$ cat src/rtl/game_pkg.sv
// Shared encodings, widths and spawn helpers for the N-player game engine.
package game_pkg;

    typedef enum logic [1:0] {ST_MENU = 2'd0, ST_RUN = 2'd1, ST_OVER = 2'd2} state_t;
    typedef enum logic [1:0] {DIR_UP = 2'd0, DIR_DOWN = 2'd1, DIR_LEFT = 2'd2, DIR_RIGHT = 2'd3} dir_t;

    localparam int C_UP    = 0;
    localparam int C_DOWN  = 1;
    localparam int C_LEFT  = 2;
    localparam int C_RIGHT = 3;
    localparam int C_SHOOT = 4;

    localparam int X_W = 10;
    localparam int Y_W = 9;
    localparam int H_W = 3;

    function automatic logic [X_W-1:0] spawn_x(input int idx, input int n, input int win_w, input int p_w);
        return X_W'(40 + idx * ((win_w - p_w - 80) / (n - 1)));
    endfunction

    function automatic logic [Y_W-1:0] spawn_y(input int idx, input int win_h, input int p_h);
        return (idx % 2 == 0) ? Y_W'(40) : Y_W'(win_h - p_h - 40);
    endfunction

endpackage

$ cat src/rtl/player_unit.sv
// One player: movement with clamping, health, a single bullet and (with SHOT_COOLDOWN_EN)
// a re-fire cooldown counter.
module player_unit
    import game_pkg::*;
#(
    parameter int IDX         = 0,
    parameter int NUM_PLAYERS = 2,
    parameter int MAX_HEALTH  = 3,
    parameter int WIN_W       = 640,
    parameter int WIN_H       = 480,
    parameter int P_W         = 40,
    parameter int P_H         = 40,
    parameter int B_W         = 6,
    parameter int B_H         = 6,
    parameter int P_VEL       = 6,
    parameter int B_VEL       = 15
`ifdef SHOT_COOLDOWN_EN
    ,
    parameter int COOLDOWN    = 8
`endif
) (
    input  logic           game_clk,
    input  logic           reset,
    input  logic           run,
    input  logic           load,
    input  logic           tick,
    input  logic [4:0]     ctrl,
    input  logic [2:0]     hit_cnt,
    input  logic           bullet_hit,
    output logic [X_W-1:0] x,
    output logic [Y_W-1:0] y,
    output dir_t           dir,
    output logic [H_W-1:0] health,
    output logic [X_W-1:0] bx,
    output logic [Y_W-1:0] by,
    output logic           bact
);

    typedef logic signed [X_W:0] sx_t;
    typedef logic signed [Y_W:0] sy_t;

    localparam logic [X_W-1:0] SPAWN_X = spawn_x(IDX, NUM_PLAYERS, WIN_W, P_W);
    localparam logic [Y_W-1:0] SPAWN_Y = spawn_y(IDX, WIN_H, P_H);
    localparam sx_t PX_MAX = sx_t'(WIN_W - P_W);
    localparam sy_t PY_MAX = sy_t'(WIN_H - P_H);
    localparam sx_t BX_MAX = sx_t'(WIN_W - B_W);
    localparam sy_t BY_MAX = sy_t'(WIN_H - B_H);

    function automatic logic [X_W-1:0] clamp_x(input sx_t v);
        if (v < 0) return '0;
        if (v > PX_MAX) return PX_MAX[X_W-1:0];
        return v[X_W-1:0];
    endfunction

    function automatic logic [Y_W-1:0] clamp_y(input sy_t v);
        if (v < 0) return '0;
        if (v > PY_MAX) return PY_MAX[Y_W-1:0];
        return v[Y_W-1:0];
    endfunction

    sx_t  cx, mx, fx, nbx;
    sy_t  cy, my, fy, nby;
    dir_t mdir, bdir;
    logic alive, fire_ok, b_out, cd_zero;

`ifdef SHOT_COOLDOWN_EN
    localparam int CD_W = $clog2(COOLDOWN + 1);
    logic [CD_W-1:0] cd;
    assign cd_zero = (cd == '0);
`else
    assign cd_zero = 1'b1;
`endif

    assign alive = (health != '0);

    always_comb begin
        cx   = $signed({1'b0, x});
        cy   = $signed({1'b0, y});
        mx   = cx;
        my   = cy;
        mdir = dir;
        if (ctrl[C_UP]) begin
            my = cy - sy_t'(P_VEL);  mdir = DIR_UP;
        end else if (ctrl[C_DOWN]) begin
            my = cy + sy_t'(P_VEL);  mdir = DIR_DOWN;
        end else if (ctrl[C_LEFT]) begin
            mx = cx - sx_t'(P_VEL);  mdir = DIR_LEFT;
        end else if (ctrl[C_RIGHT]) begin
            mx = cx + sx_t'(P_VEL);  mdir = DIR_RIGHT;
        end
        // Muzzle point sits off-centre on the facing side, based on the pre-move pose.
        case (dir)
            DIR_UP:   begin fx = cx + sx_t'(P_W - 2*B_W); fy = cy - sy_t'(B_H);         end
            DIR_DOWN: begin fx = cx + sx_t'(B_W);         fy = cy + sy_t'(P_H);         end
            DIR_LEFT: begin fx = cx - sx_t'(B_W);         fy = cy + sy_t'(B_H);         end
            default:  begin fx = cx + sx_t'(P_W);         fy = cy + sy_t'(P_H - 2*B_H); end
        endcase
        fire_ok = (fx >= 0) && (fx <= BX_MAX) && (fy >= 0) && (fy <= BY_MAX);
        nbx = $signed({1'b0, bx});
        nby = $signed({1'b0, by});
        case (bdir)
            DIR_UP:   nby = nby - sy_t'(B_VEL);
            DIR_DOWN: nby = nby + sy_t'(B_VEL);
            DIR_LEFT: nbx = nbx - sx_t'(B_VEL);
            default:  nbx = nbx + sx_t'(B_VEL);
        endcase
        b_out = (nbx < 0) || (nbx > BX_MAX) || (nby < 0) || (nby > BY_MAX);
    end

    always_ff @(posedge game_clk or posedge reset) begin
        if (reset) begin
            x      <= SPAWN_X;
            y      <= SPAWN_Y;
            dir    <= DIR_UP;
            health <= '0;
            bx     <= '0;
            by     <= '0;
            bact   <= 1'b0;
            bdir   <= DIR_UP;
`ifdef SHOT_COOLDOWN_EN
            cd     <= '0;
`endif
        end else if (load) begin
            x      <= SPAWN_X;
            y      <= SPAWN_Y;
            health <= H_W'(MAX_HEALTH);
            bact   <= 1'b0;
`ifdef SHOT_COOLDOWN_EN
            cd     <= '0;
`endif
        end else if (run && tick) begin
            health <= (hit_cnt >= health) ? '0 : health - hit_cnt;
            if (alive) begin
                x   <= clamp_x(mx);
                y   <= clamp_y(my);
                dir <= mdir;
            end
`ifdef SHOT_COOLDOWN_EN
            if (!cd_zero) cd <= cd - 1'b1;
`endif
            if (bact) begin
                if (bullet_hit || b_out) begin
                    bact <= 1'b0;
`ifdef SHOT_COOLDOWN_EN
                    cd   <= CD_W'(COOLDOWN);
`endif
                end else begin
                    bx <= nbx[X_W-1:0];
                    by <= nby[Y_W-1:0];
                end
            end else if (alive && ctrl[C_SHOOT] && cd_zero && fire_ok) begin
                bact <= 1'b1;
                bx   <= fx[X_W-1:0];
                by   <= fy[Y_W-1:0];
                bdir <= dir;
            end
        end
    end

endmodule

$ cat src/rtl/game_engine_mp.sv
// N-player game engine top: MENU/RUNNING/OVER FSM, start edge detect, bullet-vs-player hit
// matrix and winner reduction. Macro SHOT_COOLDOWN_EN enables the per-player re-fire cooldown.
module game_engine_mp
    import game_pkg::*;
#(
    parameter int NUM_PLAYERS = 2,
    parameter int MAX_HEALTH  = 3,
    parameter int WIN_W       = 640,
    parameter int WIN_H       = 480,
    parameter int P_W         = 40,
    parameter int P_H         = 40,
    parameter int B_W         = 6,
    parameter int B_H         = 6,
    parameter int P_VEL       = 6,
    parameter int B_VEL       = 15
`ifdef SHOT_COOLDOWN_EN
    ,
    parameter int COOLDOWN    = 8
`endif
) (
    input  logic                       game_clk,
    input  logic                       reset,
    input  logic                       tick,
    input  logic                       start,
    input  logic [5*NUM_PLAYERS-1:0]   ctrl,
    output logic [1:0]                 state,
    output logic [2:0]                 winner,
    output logic [X_W*NUM_PLAYERS-1:0] p_x,
    output logic [Y_W*NUM_PLAYERS-1:0] p_y,
    output logic [2*NUM_PLAYERS-1:0]   p_dir,
    output logic [H_W*NUM_PLAYERS-1:0] health,
    output logic [X_W*NUM_PLAYERS-1:0] b_x,
    output logic [Y_W*NUM_PLAYERS-1:0] b_y,
    output logic [NUM_PLAYERS-1:0]     b_act
);

    localparam int N = NUM_PLAYERS;

    state_t         st;
    logic           start_q, run, load;
    logic [X_W-1:0] px [N];
    logic [Y_W-1:0] py [N];
    dir_t           pd [N];
    logic [H_W-1:0] hp [N];
    logic [X_W-1:0] bxs [N];
    logic [Y_W-1:0] bys [N];
    logic [2:0]     hcnt [N];
    logic [N-1:0]   bhit;
    logic [2:0]     alive_cnt, sole;

    assign run   = (st == ST_RUN);
    assign load  = start & ~start_q & ~run;
    assign state = st;

    function automatic logic overlap(input logic [X_W-1:0] bxv, input logic [Y_W-1:0] byv,
                                     input logic [X_W-1:0] pxv, input logic [Y_W-1:0] pyv);
        return (int'(bxv) < int'(pxv) + P_W) && (int'(bxv) + B_W > int'(pxv)) &&
               (int'(byv) < int'(pyv) + P_H) && (int'(byv) + B_H > int'(pyv));
    endfunction

    // Each bullet claims only its lowest-indexed victim; alive count uses post-hit health.
    always_comb begin
        bhit      = '0;
        alive_cnt = '0;
        sole      = '0;
        for (int j = 0; j < N; j++) hcnt[j] = '0;
        for (int i = 0; i < N; i++)
            for (int j = 0; j < N; j++)
                if (b_act[i] && !bhit[i] && j != i && hp[j] != '0 &&
                    overlap(bxs[i], bys[i], px[j], py[j])) begin
                    bhit[i] = 1'b1;
                    hcnt[j] = hcnt[j] + 3'd1;
                end
        for (int j = 0; j < N; j++)
            if (hp[j] > hcnt[j]) begin
                alive_cnt = alive_cnt + 3'd1;
                sole      = 3'(j);
            end
    end

    always_ff @(posedge game_clk or posedge reset) begin
        if (reset) begin
            st      <= ST_MENU;
            winner  <= '0;
            start_q <= 1'b0;
        end else begin
            start_q <= start;
            if (load) begin
                st <= ST_RUN;
            end else if (run && tick && alive_cnt <= 3'd1) begin
                st     <= ST_OVER;
                winner <= (alive_cnt == '0) ? 3'(N) : sole;
            end
        end
    end

    for (genvar i = 0; i < N; i++) begin : g_player
        player_unit #(
            .IDX(i), .NUM_PLAYERS(N), .MAX_HEALTH(MAX_HEALTH),
            .WIN_W(WIN_W), .WIN_H(WIN_H), .P_W(P_W), .P_H(P_H),
            .B_W(B_W), .B_H(B_H), .P_VEL(P_VEL), .B_VEL(B_VEL)
`ifdef SHOT_COOLDOWN_EN
            , .COOLDOWN(COOLDOWN)
`endif
        ) u_player (
            .game_clk(game_clk), .reset(reset), .run(run), .load(load), .tick(tick),
            .ctrl(ctrl[5*i +: 5]), .hit_cnt(hcnt[i]), .bullet_hit(bhit[i]),
            .x(px[i]), .y(py[i]), .dir(pd[i]), .health(hp[i]),
            .bx(bxs[i]), .by(bys[i]), .bact(b_act[i])
        );
        assign p_x[X_W*i +: X_W]    = px[i];
        assign p_y[Y_W*i +: Y_W]    = py[i];
        assign p_dir[2*i +: 2]      = pd[i];
        assign health[H_W*i +: H_W] = hp[i];
        assign b_x[X_W*i +: X_W]    = bxs[i];
        assign b_y[Y_W*i +: Y_W]    = bys[i];
    end

endmodule
$ cat config.mk
export PLATFORM = sky130hd
export DESIGN_NAME = game_engine_mp
export DESIGN_NICKNAME = d
export VERILOG_FILES = /design/src/rtl/game_pkg.sv /design/src/rtl/player_unit.sv /design/src/rtl/game_engine_mp.sv
export SDC_FILE = /design/constraint.sdc
export NUM_CORES = 1
export LEC_CHECK = 0
export ABC_AREA = 1
export CELL_PAD_IN_SITES_DETAIL_PLACEMENT = 1
export CELL_PAD_IN_SITES_GLOBAL_PLACEMENT = 1
export CORE_UTILIZATION = 25
export DETAILED_ROUTE_END_ITERATION = 8
export PLACE_DENSITY = 0.58
export SLEW_MARGIN = 20
export SYNTH_ARGS = -nofsm -noshare
export SYNTH_HDL_FRONTEND = slang
export SYNTH_HIERARCHICAL = 1
export SYNTH_SLANG_ARGS = --single-unit
$ cat constraint.sdc
create_clock -name game_clk -period 3.7 [get_ports game_clk]
set_input_delay 0.555 -clock game_clk [delete_from_list [all_inputs] [get_ports game_clk]]
set_output_delay 0.555 -clock game_clk [all_outputs]
set_load 0.1 [all_outputs]
==> run_results.csv, run 1 <==
group,metric,value,unit
worst_setup_path,cp_cell_sequence,"ha_2 -> inv_1 -> nand2_2 -> nand2_1 -> xor2_1 -> ha_1 -> a21oi_2 -> nand3b_1 -> nand2_1 -> inv_1 -> nand2_1 -> nor2_2 -> nand3_4 -> nor4_4 -> buf_4 -> ha_4 -> inv_2 -> fa_2 -> nand2_1 -> a22oi_1",
worst_setup_path,crit_type,"reg2reg",
global_routing,antenna_found_initial,1,
route,dr.pass1.iters,4,
worst_setup_path,cpMostUsedCell,"nand2_1",
route,via_count,15113,
synthesis,syn_area,13600,um^2
cells_and_area,area_growth,20.7,%
clock_network,cts_sinks,93,
floorplan,start_util,25.3,%
sta,fin_ws,0.164,ns
outcome,status,"finished, final reports clean",
sta,finalCriticalPeriod,3.54,ns
placed_design,pre_cts_slack,-0.160,ns
floorplan,dieArea,55500,um^2
placed_design,portBuffers,101,
clock_network,cts_htree_levels,3,
global_routing,grt_usage,19.9,%
synthesis,synthCells,2174,
synthesis,ys_ff_latch,93,
clock_network,clockBufferDepth,2,
synthesis,synth_area_leaders,"nand2_1, dfrtp_1, ha_1, nand3_1, inv_1",
floorplan,fp-row-count,85,
sta,fin_crit_sh,95.6,%
synthesis,ys_warn_count,6,
cells_and_area,n_antenna_cell,0,
synthesis,synth_area_leader_cell,"nand2_1",
sta,hold_violations,0,
floorplan,core-area,53900,um^2
synthesis,yosysUniqueCellTypes,65,
sta,grt_setup_unrepaired,"yes",
sta,tightest_slew,1.00,ns
cells_and_area,nFillCells,6837,
worst_setup_path,cpPeakStageDelay,0.63,ns
floorplan,die_w,236,um
route,route.detailed.drc,0,
sta,clock.fmax,283,MHz
synthesis,seq_area_frac_synth,17.1,%
global_routing,grt_max_degree,45,
global_routing,first_global_vias,15794,
clock_network,cts_tree,"done",
global_routing,grt_remaining_overflow,0,
synthesis,synth_edf_count,0,
worst_setup_path,worstPathArrival,3.83,ns
sta,skew,0.0180,ns
clock_network,clk_latency,0.37,ns
cells_and_area,drive_gt1_share,12.8,%
clock_network,clk_pin_slew,0.08,ns
placed_design,place_hpwl,46100,um
cells_and_area,finalNetCount,2504,
route,dr.first_iter.drc_count,627,
worst_setup_path,crit_path_end_kind,"register",
worst_setup_path,worstPathRequired,3.99,ns
global_routing,grt_pass1_wl,88500,um
worst_setup_path,critPathBufInv,4,
synthesis,syn-mean-instance-area,6.28,um^2
sta,finalSetupViolCount,0,
route,drt_wl_total,55600,um
floorplan,die_h,236,um
worst_hold_path,holdCritPathClass,"reg2reg",
job,drv_cap,0,
route,avgViaCountPerCell,4.97,
worst_setup_path,start_kind,"register",
sta,finalMaxSlewViolations,0,
clock_network,cts_root_buf,"clkbuf_16",
worst_setup_path,worst-path-max-fanout,3,
route,wire_per_inst,18.3,um
synthesis,synthArstFlopShare,100,%
synthesis,synth_top_flop_cell,"dfrtp_1",
worst_setup_path,crit_family,"adder cells",
synthesis,synth_top_area_share,16.6,%
placed_design,globalplace.congestion,0.885,
floorplan,io_pins,107,
route,postRouteAntennaNets,0,
clock_network,cts_buffers,9,
worst_setup_path,slowest_stage,"dfstp_4",
sta,slew_headroom,32.8,%
logic make-up after synthesis:
group / Yosys count / synth area share [%]
AOI/OAI and AO/OA: 381 / 16.2
xor gates and xnor gates: 99 / 6.35
adders and majority gates: 151 / 14.2
buffers and inverters: 335 / 10.3
DFF: 93 / 17.1
muxes: 2 / 0.147
other: 3 / 0.0825
and+or+nand+nor: 1110 / 35.6
final cells by class:
| cell class | count | area [um^2] | share of cell area, % |
|---|---|---|---|
| multi-input cells | 1752 | 10100 | 61.4 |
| flip-flops and latches | 93 | 2380 | 14.4 |
| repair buffers | 210 | 1800 | 10.9 |
| inverters | 273 | 1030 | 6.24 |
| well taps | 696 | 871 | 5.29 |
| clock buffers | 11 | 243 | 1.47 |
| clock inverters | 5 | 41.3 | 0.251 |
state kept, by name, indices dropped and copies added (netlist names):
name                      flops
g_player.u_player/y          16
g_player.u_player/bx         20
g_player.u_player/by         18
g_player.u_player/x          18
state                         2
start_q                       1
g_player.u_player/bact        2
g_player.u_player/dir         4
g_player.u_player/bdir        4
g_player.u_player/health      6
winner                        2
through the flow:
| step | util (%) | area [um^2] | hold WS (ns) | std cells | setup TNS [ns] |
|---|---|---|---|---|---|
| after floorplan | - | 13700 | 0.334 | 2180 | -0.0121 |
| after global placement | 29.5 | 15900 | 0.541 | 3014 | -0.229 |
| after detailed placement | 29.5 | 15900 | 0.554 | 3014 | -2.72 |
| after CTS | 30.1 | 16200 | 0.573 | 3030 | 0 |
| after global routing | 30.6 | 16500 | 0.615 | 3040 | -0.129 |
| final | 30.6 | 16500 | 0.573 | 3040 | 0 |
synth_stat cells (17+ instances only):
library cell	n
buf_2	18
buf_4	18
xnor2_1	28
nand2_1	605
xor2_1	71
dfrtp_1	83
ha_1	145
o21ai_1	17
nor2_1	164
nor3_1	21
inv_2	22
o21ai_0	147
nand3_1	205
nand4_1	39
o22ai_1	17
a21oi_1	106
inv_1	247
routing by layer:
metal  global-route usage [%]  share of wire, %
met1                     26.3                48
met2                     34.3                48
met3                     1.42               2.2
met4                     6.58               2.6
met5                        0             0.018
worst min-delay path, cell delays in order (launching register included):
cell	delay [ns]
dfrtp_1	0.41
nand2_1	0.06
o21ai_0	0.06
what timing repair did:
item	in CTS	in global routing
gates resized for setup	3	49
setup buffers	0	10
hold buffers	0	0
setup endpoints to repair	20	49
pin swaps	0	29
final timing paths:
kind	from	to	slack, ns	cells past startpoint
worst max-delay path	g_player[0].u_player/y[3]	g_player[0].u_player/health[1]	0.16	20
worst min-delay path	g_player[1].u_player/bdir[0]	g_player[1].u_player/bdir[0]	0.57	2
worst max register to register	g_player[0].u_player/y[3]	g_player[0].u_player/health[1]	0.16	20
worst min register to register	g_player[1].u_player/bdir[0]	g_player[1].u_player/bdir[0]	0.57	2
max in group asynchronous	reset	g_player[1].u_player/bx[2]	2.23	2
min in group asynchronous	reset	start_q	0.65	2
layout by cell type, fill, tap and decap left out, types with 39 or more instances in the layout:
master and n:
xor2_1 71, nand2_1 602, nor2_1 157, inv_1 241
nand4_1 39, a21oi_1 104, ha_1 140, o21ai_0 140
nand3_1 205, dfrtp_1 61, clkdlybuf4s50_1 82, buf_4 126
Power of run 1 is left out: the tool's default activity adds up to more than one toggle a clock period on the data nets, which glitch-free logic cannot reach.
==> run 2: changes to the inputs <==
Settings changed: CAP_MARGIN set to 10.
==> results of run 2 <==
No change in the layout: final DEF, timing and power equal those of run 1.
Power of run 2 is left out for the same reason.
==> run 3: changes to the inputs <==
Settings changed: CORE_MARGIN set to 2.
==> run_results.csv, run 3 (synthesized netlist as in run 1, its figures left out) <==
group,metric,value,unit
outcome,status,"finished, final reports clean",
global_routing,grt_remaining_overflow,0,
cells_and_area,n_antenna_cell,0,
sta,grt_setup_unrepaired,"yes",
sta,slew_headroom,32.1,%
cells_and_area,largest-register,"g_player.u_player/bx",
clock_network,clk_pin_slew,0.08,ns
placed_design,portBuffers,101,
global_routing,grt_usage,19.8,%
worst_setup_path,worst-path-max-fanout,9,
worst_setup_path,cp_cell_sequence,"inv_1 -> ha_1 -> nor3_4 -> a31oi_1 -> or2_2 -> inv_1 -> ha_1 -> nand2_1 -> inv_1 -> nand4_1 -> nor2_1 -> nor2_1 -> nand2_2 -> nand3_2 -> nor4_4 -> buf_4 -> nor4_4 -> nand2_1 -> nor2_4 -> nand3_4 -> buf_4 -> nand3_1 -> nand2_1",
worst_hold_path,holdCritPathClass,"reg2reg",
clock_network,clockBufferDepth,2,
floorplan,core-area,53900,um^2
worst_setup_path,worstPathArrival,3.73,ns
floorplan,die_w,238,um
cells_and_area,final_common_cell,"nand2_1",
clock_network,clk_latency,0.39,ns
floorplan,start_util,25.3,%
route,dr.pass1.iters,5,
worst_setup_path,critPathBufInv,5,
job,drv_cap,0,
route,drt_wl_total,56000,um
worst_setup_path,start_kind,"register",
placed_design,globalplace.congestion,0.899,
sta,finalCriticalPeriod,3.46,ns
floorplan,io_pins,107,
global_routing,first_global_vias,15881,
worst_setup_path,worstPathRequired,3.97,ns
route,postRouteAntennaNets,0,
floorplan,fp-row-count,85,
cells_and_area,fin_util,30.3,%
worst_setup_path,crit_type,"reg2reg",
route,via_count,15237,
clock_network,cts_tree,"done",
cells_and_area,largest_register_ffs,20,
sta,finalSetupViolCount,0,
route,dr.first_iter.drc_count,767,
worst_setup_path,crit_path_end_kind,"register",
cells_and_area,nFillCells,6915,
sta,hold_violations,0,
global_routing,grt_pass1_wl,88800,um
worst_setup_path,slowest_stage,"dfrtp_4",
clock_network,cts_sinks,93,
cells_and_area,multiInputGateArea,10100,um^2
floorplan,dieArea,56500,um^2
clock_network,cts_htree_levels,3,
worst_setup_path,cpPeakStageDelay,0.41,ns
cells_and_area,finalNetCount,2497,
worst_setup_path,crit_family,"simple AND/OR/NAND/NOR gates",
sta,skew,0.0109,ns
global_routing,antenna_found_initial,0,
cells_and_area,most-common-layout-cells,"nand2_1, inv_1, nand3_1",
sta,fin_ws,0.239,ns
route,route.detailed.drc,0,
sta,fin_crit_sh,93.5,%
placed_design,place_hpwl,46300,um
floorplan,die_h,238,um
route,avgViaCountPerCell,5.02,
placed_design,pre_cts_slack,-0.239,ns
sta,clock.fmax,289,MHz
clock_network,cts_root_buf,"clkbuf_16",
sta,tightest_slew,1.01,ns
sta,tns,0,ns
route,wire_per_inst,18.5,um
cells_and_area,seq_area,2380,um^2
cells_and_area,area_growth,19.8,%
clock_network,cts_buffers,9,
cells_and_area,top_regs,"g_player.u_player/bx x20, g_player.u_player/by x18, g_player.u_player/x x18",
global_routing,grt_max_degree,43,
cells_and_area,drive_gt1_share,12.1,%
sta,finalMaxSlewViolations,0,
-- run 3: cell count changes in the layout (fill, tap and decap cells not counted), sizes merged --
cell / before / now
buf: 128 / 125
clkbuf: 11 / 9
clkdlybuf4s50: 82 / 78
inv: 271 / 273
-- run 3: through the flow --
| step | cells | cell area (um^2) | hold WS, ns |
|---|---|---|---|
| after floorplan | 2180 | 13700 | 0.334 |
| after global placement | 3014 | 15900 | 0.471 |
| after detailed placement | 3014 | 15900 | 0.478 |
| after CTS | 3030 | 16200 | 0.499 |
| after global routing | 3033 | 16300 | 0.552 |
| final | 3033 | 16300 | 0.488 |
-- run 3: what timing repair did --
item                       CTS  global route
gates resized for setup      5            27
setup buffers                0             3
setup endpoints to repair   25            48
hold buffers                 0             0
gates cloned                 0             0
pin swaps                    0             6
-- run 3: worst paths after layout --
check,start,endpoint,slack [ns],cells after the start
max reg2reg,g_player[1].u_player/bx[1],g_player[1].u_player/by[8],0.24,23
min reg2reg,winner[1],winner[1],0.49,2
max in group asynchronous,reset,g_player[1].u_player/bx[1],2.06,2
min,winner[1],winner[1],0.49,2
min in group asynchronous,reset,start_q,0.57,2
max,g_player[1].u_player/bx[1],g_player[1].u_player/by[8],0.24,23
-- run 3: worst reg2reg max path, delay by kind of cell, from the launching register on --
kind / cells / cell delay, ns
AO/OA/AOI/OAI: 1 / 0.10
adder cells (fa/ha/maj): 2 / 0.47
buffers and inverters: 5 / 0.51
flip-flops: 1 / 0.41
AND/OR/NAND/NOR: 15 / 1.88
-- run 3: area by class of cell --
cell class / instances / share of cell area (%)
Tap cell: 696 / 5.33
Multi-Input combinational cell: 1752 / 61.5
Inverter: 273 / 6.27
Sequential cell: 93 / 14.5
Clock inverter: 7 / 0.398
Clock buffer: 9 / 1.38
Timing Repair Buffer: 203 / 10.6
-- run 3: metal layers --
layer | up-vias | routed length, um | global-route usage, %
met4 | 0 | 1570 | 6.71
met1 | 7424 | 26900 | 26.5
li1 | 7501 | - | -
met2 | 231 | 26400 | 33.6
met3 | 81 | 1130 | 1.30
met5 | - | 0 | 0
Power of run 3 is left out for the same reason.
